--- config.mk ---
export PLATFORM = sky130hd
export DESIGN_NAME = map_painter
export DESIGN_NICKNAME = d
export VERILOG_FILES = /design/src/rtl/map_painter.sv
export SDC_FILE = /design/constraint.sdc
export NUM_CORES = 1
export LEC_CHECK = 0
export CORE_ASPECT_RATIO = 2
export CORE_UTILIZATION = 25
export CTS_CLUSTER_DIAMETER = 30
export CTS_CLUSTER_SIZE = 30
export DETAILED_ROUTE_END_ITERATION = 6
export GPL_ROUTABILITY_DRIVEN = 0
export SETUP_SLACK_MARGIN = 0.2
export SYNTH_ARGS = -nofsm -noshare
export SYNTH_HDL_FRONTEND = slang
export SYNTH_SLANG_ARGS = --single-unit
--- constraint.sdc ---
create_clock -name Clk -period 4.3 [get_ports Clk]
set_input_delay 0.43 -clock Clk [delete_from_list [all_inputs] [get_ports Clk]]
set_output_delay 0.43 -clock Clk [all_outputs]
set_load 0.01 [all_outputs]
--- src/rtl/map_painter.sv ---
// Rectangle fill engine for the byte-packed terrain map (512 bytes x 1024 rows, LSB = leftmost pixel).
// Fully covered bytes are written in one cycle; partially covered bytes are read, merged and written back.
module map_painter (
  input  logic        Clk,
  input  logic        Reset,
  input  logic        req_valid,
  output logic        req_ready,
  input  logic [11:0] req_x,
  input  logic [9:0]  req_y,
  input  logic [11:0] req_w,
  input  logic [9:0]  req_h,
  input  logic        req_set,
  output logic [18:0] mem_addr,
  output logic        mem_re,
  input  logic [7:0]  mem_rdata,
  output logic        mem_we,
  output logic [7:0]  mem_wdata,
  output logic        busy,
  output logic        done,
  output logic [1:0]  dbg_state
);

  // Handshake: a request transfers on any rising edge where req_valid && req_ready;
  // req_ready is high only in IDLE, so at most one request is ever in flight.

  // CHECK performs the byte operation of the current byte in its own cycle: a full
  // byte is written there, a partial byte issues its read there and merges in MODIFY.
  typedef enum logic [1:0] {
    S_IDLE   = 2'd0,
    S_CHECK  = 2'd1,
    S_MODIFY = 2'd2,
    S_DONE   = 2'd3
  } state_t;

  state_t      state, state_nxt;
  logic [8:0]  col, col_first, col_last, col_nxt;
  logic [9:0]  row, row_last, row_nxt;
  logic [2:0]  lo_first, hi_last;
  logic        set_r;

  logic [12:0] x_end;
  logic [10:0] y_end;
  logic [11:0] x_end_m1, lx;
  logic [9:0]  y_end_m1, ly;
  logic        req_empty;
  logic        accept, advance;
  logic        last_col, last_row;
  logic [2:0]  lo, hi;
  logic [7:0]  mask;

  // Clipping sums carry one extra bit so the right/bottom edge can never wrap.
  assign x_end     = {1'b0, req_x} + {1'b0, req_w};
  assign y_end     = {1'b0, req_y} + {1'b0, req_h};
  assign x_end_m1  = x_end[11:0] - 12'd1;
  assign y_end_m1  = y_end[9:0] - 10'd1;
  assign lx        = x_end[12] ? 12'hFFF : x_end_m1;
  assign ly        = y_end[10] ? 10'h3FF : y_end_m1;
  assign req_empty = (req_w == 12'd0) || (req_h == 10'd0);

  assign last_col = (col == col_last);
  assign last_row = (row == row_last);
  assign lo       = (col == col_first) ? lo_first : 3'd0;
  assign hi       = last_col ? hi_last : 3'd7;

  always_comb begin
    mask = 8'h00;
    for (int i = 0; i < 8; i++) begin
      mask[i] = (i >= int'(lo)) && (i <= int'(hi));
    end
  end

  always_comb begin
    if (last_col) begin
      col_nxt = col_first;
      row_nxt = row + 10'd1;
    end else begin
      col_nxt = col + 9'd1;
      row_nxt = row;
    end
  end

  always_ff @(posedge Clk) begin
    if (Reset) begin
      state     <= S_IDLE;
      col       <= 9'd0;
      col_first <= 9'd0;
      col_last  <= 9'd0;
      row       <= 10'd0;
      row_last  <= 10'd0;
      lo_first  <= 3'd0;
      hi_last   <= 3'd0;
      set_r     <= 1'b0;
    end else begin
      state <= state_nxt;
      if (accept) begin
        col       <= req_x[11:3];
        col_first <= req_x[11:3];
        col_last  <= lx[11:3];
        lo_first  <= req_x[2:0];
        hi_last   <= lx[2:0];
        row       <= req_y;
        row_last  <= ly;
        set_r     <= req_set;
      end else if (advance) begin
        col <= col_nxt;
        row <= row_nxt;
      end
    end
  end

  always_comb begin
    state_nxt = state;
    accept    = 1'b0;
    advance   = 1'b0;
    mem_addr  = 19'd0;
    mem_re    = 1'b0;
    mem_we    = 1'b0;
    mem_wdata = 8'h00;
    case (state)
      S_IDLE: begin
        if (req_valid) begin
          accept    = 1'b1;
          state_nxt = req_empty ? S_DONE : S_CHECK;
        end
      end
      S_CHECK: begin
        mem_addr = {row, col};
        if (mask == 8'hFF) begin
          mem_we    = 1'b1;
          mem_wdata = {8{set_r}};
          advance   = 1'b1;
        end else begin
          mem_re    = 1'b1;
          state_nxt = S_MODIFY;
        end
      end
      S_MODIFY: begin
        mem_addr  = {row, col};
        mem_we    = 1'b1;
        mem_wdata = set_r ? (mem_rdata | mask) : (mem_rdata & ~mask);
        advance   = 1'b1;
      end
      S_DONE: begin
        state_nxt = S_IDLE;
      end
      default: state_nxt = S_IDLE;
    endcase
    if (advance) begin
      state_nxt = (last_col && last_row) ? S_DONE : S_CHECK;
    end
  end

  assign req_ready = (state == S_IDLE);
  assign busy      = (state != S_IDLE);
  assign done      = (state == S_DONE);
  assign dbg_state = state;

endmodule

==> key figures, run 1 <==
Run status
  – Outcome: finished, final reports clean

Cells and area
  – Commonest non-fill, non-tap cell in the layout: clkdlybuf4s50_1
  – Final core utilization: 0.323
  – ANT cells: 0
  – Most frequent cells in the layout: clkdlybuf4s50_1 (88), nor2_1 (81), dfxtp_1 (56), nand2_1 (48), xor2_1 (42)
  – Synth-to-Final Area Change: 25.9%
  – Fillers: 1956
  – Fraction of layout cells with a size suffix above 1: 0.0482
  – Nets: 772

Placed design
  – Dpl hpwl: 11900 µm
  – IO Port Bufs: 89

Clock network
  – Clk_lat worst skew: 0.30 ns
  – Clock sink total: 56
  – Clock root buffer: clkbuf_16
  – H-tree levels: 2
  – Post-CTS Hold Buffers: 0
  – CTS clock-pin slew for the worst setup and hold paths: 0.07 ns
  – CTS buffer count: 5
  – Buffers from clock root to sink, at most: 2
  – CTS tree: built
  – PostCTS Resize Cnt: 0
  – # Post-CTS Setup Buffers: 0

Synthesis
  – Post-synthesis sequential area ratio: 0.239
  – Post-synth EDFFs: 0
  – Mapped Area: 4700 µm²
  – Leading area contributor after synthesis: dfxtp_1
  – Yosys warns: 0
  – Share of the synthesized area in the top cell type: 0.239
  – Post-Syn Instances: 615
  – Ys flop type: dfxtp_1
  – Syn Nets: 703
  – Synth top area cells: dfxtp_1 (24%), ha_1 (8.0%), xor2_1 (7.8%)
  – #FFs+latches synth: 56
  – Avg Cell Area, Syn: 7.64 µm²
  – Asr flop ratio synth: 0
  – Cell variety after synth: 62

Hold path
  – Worst hold path type: flip-flop to flip-flop

Critical path
  – Biggest cell delay along the critical path: 0.56 ns
  – Crit end category: primary output
  – Crit path max-delay family: simple AND/OR/NAND/NOR gates
  – Worst path cell trace: xor2_1 -> nor4_2 -> and3_1 -> nand2b_1 -> o22ai_1 -> nand3_1 -> a21boi_0 -> clkdlybuf4s50_1
  – CP max FO: 12
  – Worst setup SP type: flip-flop
  – CP Buf/Inv Count: 1
  – Crit path max-delay cell type: clkdlybuf4s50_1
  – WS Path Type: flip-flop to primary output
  – Arrival @ worst endpoint: 3.02 ns
  – Worst Path Required: 3.87 ns

STA
  – Peak Freq: 290 MHz
  – Tcrit/Tclk final: 0.802
  – Post-route minimum period: 3.45 ns
  – Max-slew violations: 0
  – Hold violation count in the final report: 0
  – Slew @ Worst Pin: 0.754 ns
  – TNS Setup: 0 ns
  – Final Skew: 0.00590 ns
  – Rel. slew slack: 0.496
  – RSZ-0062 raised after global routing: no
  – Final Setup Violations: 0

Global route
  – Remaining global-route overflow: 0
  – First-pass GRT wire length: 23200 µm
  – Pin count of the biggest net entering global routing: 58
  – Antenna violations before repair: 0
  – Vias in the first global route: 4632
  – GRT Resource Usage Total: 0.152

Drt
  – DRT iter0 DRCs: 181
  – Drt wl/cell: 16.2 µm
  – DR pass1 iterations: 4
  – Post-DRT Antenna Nets: 0
  – Via Count: 4681
  – Post-Route WL: 14600 µm
  – Vias per inst: 5.20
  – DRC: 0

Die
  – Die Y: 196 µm
  – Core area: 18300 µm²
  – I/O pin cnt: 90
  – Die Wd: 98.9 µm
  – Core Rows: 70
  – Die Area: 19400 µm²
  – Initial Util: 0.257

Job
  – Max Cap Viol: 0

Pwr
  – Peak VDD IR: 0.000197 V
  – P_leak: 0.00225 µW
  – Power density cells: 408 nW/µm²
report_power, final:
| group | internal (µW) | switching, µW |
|---|---|---|
| sequential | 638 | 157 |
| combinational | 522 | 675 |
| clock | 219 | 202 |
| total | 1380 | 1030 |
cell families (layout without fill, tap and decap cells):
family,count (synthesis),after routing,share of synthesized area
compound gates,170,170,0.257
xor+xnor,61,61,0.117
fa+ha+maj,32,32,0.0884
buf+inv,54,124,0.0464
flops,56,56,0.239
mux,1,1,0.00213
simple gates,241,241,0.251
synthesized netlist by cell type (2+ instances only):
library cell / count
a221oi_1: 3
or2_2: 2
nor4_1: 10
o2111ai_1: 2
nor2b_1: 2
a21boi_0: 9
dfxtp_1: 56
nand2b_1: 3
and3_1: 8
o22ai_1: 2
o21bai_1: 2
nand4_1: 6
a31oi_1: 7
o21a_1: 3
nor2_1: 81
o221ai_1: 5
and2_1: 25
nand2_1: 48
o21ai_0: 26
a31o_2: 2
nor3_1: 15
o211ai_1: 7
or3_1: 6
nand3b_1: 2
ha_1: 30
a211o_1: 3
nor3b_1: 2
a2111o_1: 2
nor4_2: 3
xnor2_1: 18
a21o_1: 8
inv_1: 19
a21oi_1: 34
a211oi_1: 28
o31ai_1: 2
clkbuf_1: 28
a311oi_1: 10
xor2_1: 42
a211oi_2: 3
buf_2: 6
nand3_1: 22
fa_1: 2
a32oi_1: 2
stage by stage:
step	cell area [µm²]	setup slack [ns]	instances	hold slack, ns	total power (µW)
2_1_floorplan	4700	1.48	615	0.458	1580
3_3_place_gp	5770	0.845	893	0.472	2000
3_5_place_dp	5770	0.795	893	0.475	2010
4_1_cts	5910	0.782	901	0.485	2440
5_1_grt	5910	0.593	901	0.510	2590
6_report	5910	0.850	901	0.484	2410
registers in the layout, indices dropped and copies added, names as in the netlist:
name       count
col_first      9
row           10
col_last       9
lo_first       3
col            9
set_r          1
row_last      10
dbg_state      2
hi_last        3
final cells by class:
cell class	instances	area (µm²)	area share
inverters	19	71.3	0.0121
well taps	216	270	0.0457
clock buffers	5	125	0.0212
clock inverters	3	22.5	0.00381
multi-input cells	505	3360	0.568
repair buffers	97	946	0.160
flip-flops and latches	56	1120	0.190
final timing paths:
| path | from | end | slack [ns] | depth (start not counted) |
|---|---|---|---|---|
| worst max-delay path | col[2]$_SDFFE_PP0P_ | mem_wdata[2] | 0.85 | 8 |
| worst min-delay path | col_first[3]$_SDFFE_PP0P_ | col_first[3]$_SDFFE_PP0P_ | 0.48 | 2 |
| worst min register to register | col_first[3]$_SDFFE_PP0P_ | col_first[3]$_SDFFE_PP0P_ | 0.48 | 2 |
| worst max register to register | col[2]$_SDFFE_PP0P_ | row[8]$_SDFFE_PP0P_ | 1.68 | 7 |
per-layer routing:
metal | wire length (µm) | global-route usage | vias up
met5 | 0 | 0 | -
met4 | 607 | 0.0868 | 0
met2 | 8260 | 0.305 | 96
met1 | 5330 | 0.148 | 2175
li1 | - | - | 2380
met3 | 370 | 0.0114 | 30
worst min-delay path, stage by stage (launching register included):
cell and delay, ns:
dfxtp_1 0.33, nand2_1 0.06, a21oi_1 0.05
(Power assumes the default switching activity.)
==> inputs of run 2 (changes only) <==
==> constraint.sdc (replaced) <==
create_clock -name Clk -period 3.5 [get_ports Clk]
set_input_delay 0.35 -clock Clk [delete_from_list [all_inputs] [get_ports Clk]]
set_output_delay 0.35 -clock Clk [all_outputs]
set_load 0.01 [all_outputs]
==> run 2 against run 1 <==
Global-route usage down 0.36 points. Worst setup slack worse by 0.49 ns. Cell area up 0.87%. Sequential cell count unchanged. Utilization up 0.28 points. Power up 23%. Largest cell class unchanged. Highest routed layer unchanged. Sequential share of layout area down 0.12 points. Critical endpoint is now mem_wdata[6]. Cell count up 0.55%. Register-to-register slack worse by 0.70 ns.
==> key figures, run 2 (synthesis gave the netlist of run 1 again) <==
Run status
  – Outcome: finished, final reports clean

Pwr
  – Cell Int Power: 1720 µW (+25%)
  – Sw Ratio: 0.421 (-0.00792)
  – Peak VDD IR: 0.000243 V (+23%)
  – Clk network pwr share: 0.172 (-0.003)
  – Sw power: 1250 µW (+21%)
  – P_leak: 0.00228 µW (+1.4%)
  – Sequential share of power: 0.326 (-0.003)
  – Part of the power in combinational logic: 0.501 (+0.005)
  – Power density cells: 499 nW/µm² (+22%)
  – Total power: 2980 µW (+23%)

Global route
  – Pin count of the biggest net entering global routing: 45 (-22%)
  – GRT Resource Usage Total: 0.149 (-0.00359)
  – First-pass GRT wire length: 22600 µm (-2.7%)
  – Remaining global-route overflow: 0 (unchanged)
  – Vias in the first global route: 4466 (-3.6%)
  – Antenna violations before repair: 0 (unchanged)

Hold path
  – Hold_sp: col_first[1]$_SDFFE_PP0P_
  – Worst hold path type: flip-flop to flip-flop

STA
  – Hold violation count in the final report: 0 (unchanged)
  – Tcrit/Tclk final: 0.898
  – Slew @ Worst Pin: 0.970 ns (+0.216 ns)
  – Final Skew: 0.00654 ns (+0.000634 ns)
  – Rel. slew slack: 0.352 (-0.144)
  – Final Setup Violations: 0 (unchanged)
  – Peak Freq: 318 MHz
  – Max-slew violations: 0 (unchanged)
  – Post-route minimum period: 3.14 ns
  – RSZ-0062 raised after global routing: yes
  – TNS Setup: 0 ns (unchanged)

Critical path
  – Arrival @ worst endpoint: 2.79 ns (-0.23 ns)
  – Crit end category: primary output
  – Worst Path Required: 3.15 ns (-0.72 ns)
  – WS Path Type: flip-flop to primary output
  – CP startpoint: col[0]$_SDFFE_PP0P_
  – Launching point of the worst reg2reg path: dbg_state[0]$_SDFFE_PP0P_
  – CP max FO: 7 (-5)
  – Worst setup SP type: flip-flop

Cells and area
  – ANT cells: 0 (unchanged)
  – Fraction of layout cells with a size suffix above 1: 0.0609 (+0.0127)
  – Nets: 777 (+0.65%)
  – Commonest non-fill, non-tap cell in the layout: clkdlybuf4s50_1
  – Most frequent cells in the layout: clkdlybuf4s50_1 (88), nor2_1 (80), dfxtp_1 (54), nand2_1 (48), xor2_1 (42)
  – Largest registers: row (10), row_last (10)
  – Final core utilization: 0.326 (+0.00280)
  – Synth-to-Final Area Change: 27.0%

Clock network
  – Clk_lat worst skew: 0.30 ns (about the same)
  – CTS clock-pin slew for the worst setup and hold paths: 0.07 ns (about the same)
  – Clock sink total: 56 (unchanged)
  – Clock root buffer: clkbuf_16
  – Post-CTS Hold Buffers: 0 (unchanged)
  – H-tree levels: 2 (unchanged)
  – CTS tree: built
  – CTS buffer count: 5 (unchanged)
  – Buffers from clock root to sink, at most: 2 (unchanged)

Drt
  – DR pass1 iterations: 4 (unchanged)
  – Drt wl/cell: 15.8 µm (-2.0%)
  – Post-DRT Antenna Nets: 0 (unchanged)
  – Via Count: 4704 (+0.49%)
  – DRT iter0 DRCs: 234 (+29%)
  – Vias per inst: 5.19 (about the same)
  – DRC: 0 (unchanged)
  – Post-Route WL: 14400 µm (-1.5%)

Die
  – Core Rows: 70 (unchanged)
  – Core area: 18300 µm² (unchanged)
  – Die Wd: 98.9 µm (unchanged)
  – Die Area: 19400 µm² (unchanged)
  – Die Y: 196 µm (unchanged)
  – I/O pin cnt: 90 (unchanged)
  – Initial Util: 0.257 (unchanged)

Job
  – Max Cap Viol: 0 (unchanged)

Placed design
  – Dpl hpwl: 11900 µm (about the same)
  – IO Port Bufs: 89 (unchanged)
## run 2: critical path, stage by stage (launching register included)
cell	delay [ns]
dfxtp_1	0.47
xor2_1	0.10
nor4_1	0.37
nand3_1	0.30
nor2_2	0.28
a31o_2	0.19
nand3_1	0.07
a21boi_0	0.17
clkdlybuf4s50_1	0.56
## run 2: through the flow
step           instance area, µm²  hold WS (ns)  std cells  setup slack [ns]
3_3_place_gp                 5800         0.469        898             0.219
4_1_cts                      5950         0.486        906             0.325
6_report                     5970         0.485        906             0.357
2_1_floorplan                4700         0.458        615             0.764
3_5_place_dp                 5800         0.475        898             0.163
5_1_grt                      5970         0.510        906             0.177
## run 2: routing by layer
metal  vias up  global-route usage  wire, µm
li1       2383                   -         -
met1      2180               0.152      5350
met2       105               0.280      7760
met3        36              0.0110       396
met4         0               0.105       846
met5         -                   0         0
## run 2: area by class of cell
type / count / area [µm²]
fillers: 1949 / 12300
multi-input cells: 505 / 3370
flip-flops and latches: 56 / 1120
repair buffers: 102 / 983
well taps: 216 / 270
clock buffers: 6 / 139
inverters: 19 / 71.3
clock inverters: 2 / 10.0
## run 2: power groups by stage
stage | Combinational (µW) | Clock [µW] | Sequential (µW)
3_5_place_dp | 1490 | 0 | 984
2_1_floorplan | 1040 | 0 | 905
6_report | 1490 | 513 | 971
3_3_place_gp | 1480 | 0 | 981
5_1_grt | 1650 | 541 | 994
4_1_cts | 1500 | 522 | 969
## run 2: final timing paths
path | cells after the start | to | slack, ns
setup / recovery | 8 | mem_wdata[6] | 0.36
hold / removal | 2 | col_first[1]$_SDFFE_PP0P_ | 0.48
setup reg to reg | 8 | row[0]$_SDFFE_PP0P_ | 0.98
hold reg to reg | 2 | col_first[1]$_SDFFE_PP0P_ | 0.48
## run 2: timing repair
item,in CTS,in global routing
endpoints found under the setup margin,0,6
gates resized for setup,0,4
buffers inserted,0,0
